===== src/rtl/sub_serial_if.sv =====
// sub_serial_if: start/done handshake and operand/result bus for sub_serial; ovf exists only with SUB_SERIAL_OVF_EN
interface sub_serial_if #(parameter int WIDTH = 4);
    logic             start;
    logic [WIDTH-1:0] a;
    logic [WIDTH-1:0] b;
    logic             b_in;
    logic             busy;
    logic             done;
    logic [WIDTH-1:0] diff;
    logic             b_out;
`ifdef SUB_SERIAL_OVF_EN
    logic             ovf;
    modport master (output start, a, b, b_in, input busy, done, diff, b_out, ovf);
    modport slave  (input start, a, b, b_in, output busy, done, diff, b_out, ovf);
`else
    modport master (output start, a, b, b_in, input busy, done, diff, b_out);
    modport slave  (input start, a, b, b_in, output busy, done, diff, b_out);
`endif
endinterface


===== src/rtl/sub_serial.sv =====
// sub_serial: bit-serial subtractor, diff = a - b - b_in one bit per clock LSB first; SUB_SERIAL_OVF_EN adds signed overflow flag ovf
module sub_serial #(
    parameter int WIDTH = 4,
    parameter int CNT_W = 5
) (
    input logic         clk,
    input logic         rst,
    sub_serial_if.slave io_bus
);
    typedef enum logic [1:0] {IDLE, RUN, DONE} state_t;
    state_t           r_state, w_next;
    logic [WIDTH-1:0] r_a_sh, r_b_sh, r_res, r_diff;
    logic [CNT_W-1:0] r_cnt;
    logic             r_borrow, r_b_out;
    logic             w_d, w_borrow_next, w_accept, w_last;
`ifdef SUB_SERIAL_OVF_EN
    logic             r_a_msb, r_b_msb, r_ovf;
`endif
    assign w_d           = r_a_sh[0] ^ r_b_sh[0] ^ r_borrow;
    assign w_borrow_next = (~r_a_sh[0] & r_b_sh[0]) | (~(r_a_sh[0] ^ r_b_sh[0]) & r_borrow);
    assign w_accept      = (r_state == IDLE) && io_bus.start;
    assign w_last        = (r_state == RUN) && (r_cnt == CNT_W'(WIDTH - 1));
    assign io_bus.diff   = r_diff;
    assign io_bus.b_out  = r_b_out;
`ifdef SUB_SERIAL_OVF_EN
    assign io_bus.ovf    = r_ovf;
`endif
    // state register
    always_ff @(posedge clk) begin
        if (rst) r_state <= IDLE;
        else     r_state <= w_next;
    end
    // next state and handshake outputs
    always_comb begin
        w_next      = r_state;
        io_bus.busy = (r_state == RUN) || (r_state == DONE);
        io_bus.done = (r_state == DONE);
        if (w_accept)               w_next = RUN;
        else if (w_last)            w_next = DONE;
        else if (r_state == DONE)   w_next = IDLE;
    end
    // operand capture, serial full-subtractor step and result latch on the final bit
    always_ff @(posedge clk) begin
        if (rst) begin
            r_a_sh   <= '0;
            r_b_sh   <= '0;
            r_res    <= '0;
            r_diff   <= '0;
            r_cnt    <= '0;
            r_borrow <= 1'b0;
            r_b_out  <= 1'b0;
`ifdef SUB_SERIAL_OVF_EN
            r_a_msb  <= 1'b0;
            r_b_msb  <= 1'b0;
            r_ovf    <= 1'b0;
`endif
        end else if (w_accept) begin
            r_a_sh   <= io_bus.a;
            r_b_sh   <= io_bus.b;
            r_borrow <= io_bus.b_in;
            r_cnt    <= '0;
`ifdef SUB_SERIAL_OVF_EN
            r_a_msb  <= io_bus.a[WIDTH-1];
            r_b_msb  <= io_bus.b[WIDTH-1];
`endif
        end else if (r_state == RUN) begin
            r_a_sh   <= r_a_sh >> 1;
            r_b_sh   <= r_b_sh >> 1;
            r_borrow <= w_borrow_next;
            r_res    <= {w_d, r_res[WIDTH-1:1]};
            r_cnt    <= r_cnt + CNT_W'(1);
            if (w_last) begin
                r_diff  <= {w_d, r_res[WIDTH-1:1]};
                r_b_out <= w_borrow_next;
`ifdef SUB_SERIAL_OVF_EN
                r_ovf   <= (r_a_msb != r_b_msb) && (w_d != r_a_msb);
`endif
            end
        end
    end
endmodule


===== src/flat_wrapper.sv =====
// flat-port wrapper written by rule: the top's interface ports become plain ports
module sub_serial_flat 
#(
    parameter int WIDTH = 4,
    parameter int CNT_W = 5
)
  (clk, rst, io_bus_start, io_bus_a, io_bus_b, io_bus_b_in, io_bus_busy, io_bus_done, io_bus_diff, io_bus_b_out);
  sub_serial_if #(.WIDTH(WIDTH)) io_bus_i ();
  input logic clk;
  input logic rst;
  input wire logic [$bits(io_bus_i.start)-1:0] io_bus_start;
  input wire logic [$bits(io_bus_i.a)-1:0] io_bus_a;
  input wire logic [$bits(io_bus_i.b)-1:0] io_bus_b;
  input wire logic [$bits(io_bus_i.b_in)-1:0] io_bus_b_in;
  output wire logic [$bits(io_bus_i.busy)-1:0] io_bus_busy;
  output wire logic [$bits(io_bus_i.done)-1:0] io_bus_done;
  output wire logic [$bits(io_bus_i.diff)-1:0] io_bus_diff;
  output wire logic [$bits(io_bus_i.b_out)-1:0] io_bus_b_out;
  assign io_bus_i.start = io_bus_start;
  assign io_bus_i.a = io_bus_a;
  assign io_bus_i.b = io_bus_b;
  assign io_bus_i.b_in = io_bus_b_in;
  assign io_bus_busy = io_bus_i.busy;
  assign io_bus_done = io_bus_i.done;
  assign io_bus_diff = io_bus_i.diff;
  assign io_bus_b_out = io_bus_i.b_out;
  sub_serial #(.WIDTH(WIDTH), .CNT_W(CNT_W)) u_core (.clk(clk), .rst(rst), .io_bus(io_bus_i));
endmodule

===== config.mk =====
export PLATFORM = sky130hd
export DESIGN_NAME = sub_serial_flat
export DESIGN_NICKNAME = d
export VERILOG_FILES = /design/src/rtl/sub_serial_if.sv /design/src/rtl/sub_serial.sv /design/src/flat_wrapper.sv
export SDC_FILE = /design/constraint.sdc
export NUM_CORES = 1
export LEC_CHECK = 0
export ABC_AREA = 1
export BUFFER_PORTS_ARGS = -buffer_cell sky130_fd_sc_hd__buf_2
export CAP_MARGIN = 10
export CELL_PAD_IN_SITES_DETAIL_PLACEMENT = 1
export CELL_PAD_IN_SITES_GLOBAL_PLACEMENT = 2
export CORE_UTILIZATION = 33
export DETAILED_ROUTE_END_ITERATION = 8
export GPL_TIMING_DRIVEN = 1
export PLACE_DENSITY_LB_ADDON = 0.1
export SLEW_MARGIN = 25
export SYNTH_ARGS = -nofsm -noshare
export SYNTH_HDL_FRONTEND = slang
export SYNTH_SLANG_ARGS = --single-unit
export TNS_END_PERCENT = 5

===== constraint.sdc =====
create_clock -name clk -period 3.6 [get_ports clk]
set_input_delay 0.54 -clock clk [delete_from_list [all_inputs] [get_ports clk]]
set_output_delay 0.54 -clock clk [all_outputs]
set_load 0.03 [all_outputs]

==> run_results.csv <==
group,metric,value,unit
die,row_count,20,
critical_path,critical_path_required,3.06,ns
critical_path,reg2reg_depth,5,
sta,timing.final.crit_share,48.8,%
critical_path,worstPathArrival,1.22,ns
synthesis,syn-mean-instance-area,7.86,um2
synthesis,synth_edf_count,0,
critical_path,cp-start-kind,"flip-flop",
run,maxCapViolCount,0,
synthesis,synth_cell_types,19,
critical_path,crit_type,"reg2out",
finish,area.sequential,480,um2
sta,rsz0062_at_grt,"no",
power_and_ir_drop,clockPowerShare,35.9,%
critical_path,path_delay_family,"flip-flops",
finish,multi_input_area,514,um2
die,pin_count,19,
synthesis,yosysTopAreaCell,"dfxtp_1",
critical_path,cp.depth,3,
sta,relSlewSlack,54.8,%
drt,postRouteAntennaNets,0,
die,die_h,58.5,um
power_and_ir_drop,switching_share,24.5,%
global_route,antenna_found_initial,0,
power_and_ir_drop,power,0.549,mW
finish,layout.nets,170,
die,core,3050,um2
critical_path,crit_path_max_incr_delay,0.37,ns
finish,diodes,0,
critical_path,cp_cell_sequence,"inv_1, ha_1, buf_2",
power_and_ir_drop,netSwitchingPower,0.135,mW
critical_path,worstReg2RegStart,"u_core.r_state[1]",
clocking,post_cts_resized,0,
global_route,grt_pass1_vias,943,
finish,drive_gt1_share,21.1,%
synthesis,synthTopCellsByArea,"dfxtp_1 46%, a21oi_1 11%, nand2_1 10%",
power_and_ir_drop,p_leak,0.511,nW
synthesis,syn_nets,151,
synthesis,yosysWarnings,0,
finish,fill_cells,416,
clocking,post_cts_buffers,0,
global_route,grt_pass1_wl,4170,um
drt,dr.pass1.iters,3,
power_and_ir_drop,combPwrFrac,11.6,%
min_path,hold_path_class,"in2reg",
critical_path,timing.rr.end,"u_core.r_a_sh[2]",
die,die_w,58.5,um
clocking,cts-root-buf,"clkbuf_4",
sta,hold_violations,0,
die,start_util,34.5,%
critical_path,end_kind,"primary output",
critical_path,reg2reg_slack,1.88,ns
sta,worst_pin_slew,0.678,ns
sta,maxSlewViolCount,0,
drt,wire_per_inst,11.8,um
clocking,clk-insertion-delay-late,0.31,ns
clocking,cts_max_path_buffers,2,
synthesis,synth.top_cells.by_count,"28 x nand2_1, 24 x a21oi_1, 24 x dfxtp_1",
synthesis,synth_most_common_cell,"nand2_1",
min_path,hold_end,"u_core.r_b_sh[3]",
critical_path,crit_slowest_cell,"dfxtp_1",
clocking,htreeDepth,1,
global_route,grt_overflow,0,
drt,drt-total-wl,2310,um
drt,viasPerCell,4.60,
drt,vias,901,
critical_path,critPathMaxFanout,3,
placement,hpwl,1770,um
critical_path,crit_buf_inv,2,
synthesis,async_reset_ff_share,0,%
placement,portBuffers,18,
sta,fin_tns_setup,0,ns
clocking,cts_buffers,3,
power_and_ir_drop,internal_power,0.415,mW
sta,fmax,569,MHz
sta,min_period,1.76,ns
clocking,clk_pin_slew_worst_paths,0.14,ns
drt,dr.first_iter.drc_count,23,
clocking,clkSinkCount,24,
min_path,hp-start,"io_bus_b[3]",
finish,area_growth,16.7,%
power_and_ir_drop,ir_worst_vdd,0.155,mV
sta,setup_violations,0,
die,dieArea,3420,um2
global_route,grt_start_max_net_pins,19,
sta,hold_ws,0.456,ns
synthesis,syn-cell-area,1050,um2
drt,drc,0,
synthesis,ys.flop_type,"dfxtp_1",
synthesis,syn_inst,134,
synthesis,synth_seq_area_share,45.6,%
power_and_ir_drop,pwr-share-seq,52.5,%
clocking,cts_hold_buf,0,
synthesis,synth_top_area_share,45.6,%
global_route,grt_util_all_layers,16.0,%
synthesis,ys_seq_elements,24,
clocking,cts_tree,"done",
min_path,min_path_cells,3,
run_status,status,"finished, final reports clean",
placement,routabilityCongestion,0.702,
sta,clock_skew,0.00765,ns
power_and_ir_drop,power_density,447,nW/um2
## kinds of logic (layout without fill, tap and decap cells)
| logic type | count (synthesis) | in the layout | synth area share, % |
|---|---|---|---|
| DFF | 24 | 24 | 45.6 |
| AOI/OAI and AO/OA | 35 | 35 | 16.6 |
| buffers and inverters | 14 | 32 | 5.58 |
| and+or+nand+nor | 56 | 56 | 25.5 |
| adders and majority gates | 5 | 5 | 6.65 |
## stage by stage
step                      util, %  cell area, um2  setup WS, ns  cells
after floorplan                 -            1050          2.26    134
after global placement       38.6            1180          1.96    192
after detailed placement     38.6            1180          1.86    192
after CTS                    40.3            1230          1.82    196
after global routing         40.3            1230          1.67    196
final                        40.3            1230          1.84    196
## worst max-delay path by stage
stage | from | endpoint | slack [ns]
after global routing | u_core.r_state[1] | u_core.r_a_sh[0] | 1.67
after floorplan | u_core.r_state[0] | io_bus_busy | 2.26
final | u_core.r_state[0] | io_bus_busy | 1.84
after CTS | u_core.r_state[0] | io_bus_busy | 1.82
after global placement | u_core.r_state[1] | u_core.r_borrow | 1.96
after detailed placement | u_core.r_state[1] | u_core.r_a_sh[2] | 1.86
## power groups by stage
stage | Clock, mW | Sequential (mW) | Combinational (mW)
after floorplan | 0 | 0.292 | 0.0477
after global placement | 0 | 0.294 | 0.0631
after detailed placement | 0 | 0.294 | 0.0657
after CTS | 0.205 | 0.288 | 0.0661
after global routing | 0.216 | 0.290 | 0.0756
final | 0.197 | 0.288 | 0.0638
## sequential cells by signal, indices dropped and copies added (netlist names)
name,cells
u_core.r_a_sh,4
u_core.r_state,2
u_core.r_b_sh,4
u_core.r_res,3
u_core.io_bus.b_out,1
u_core.r_cnt,5
u_core.r_borrow,1
u_core.io_bus.diff,4
## area by class of cell
class	instances	area share (%)
multi-input cells	96	41.8
clock buffers	3	1.83
repair buffers	18	7.32
inverters	10	3.05
flip-flops and latches	24	39.1
clock inverters	1	2.44
well taps	44	4.48
## routing by layer
metal  vias to the layer above  wire length [um]  global-route usage, %
li1                        471                 -                      -
met1                       415              1080                   20.6
met2                        13              1140                   27.3
met3                         2                70                   2.20
met4                         0                19                   6.12
met5                         -                 0                      0
## tightest hold or removal path, cell delays in order
cell and delay (ns):
buf_2 0.10, nand2_1 0.05, a21oi_1 0.05
## cells in the final DEF, fill, tap and decap left out, drive strengths merged
master / n
fa: 1
nor2: 16
or2: 1
clkbuf: 3
nor3: 1
dfxtp: 24
nand2: 31
ha: 4
a21oi: 24
bufinv: 1
o21ai: 11
buf: 18
inv: 10
nand3: 7
No activity file was read; power rests on OpenSTA's default activity.
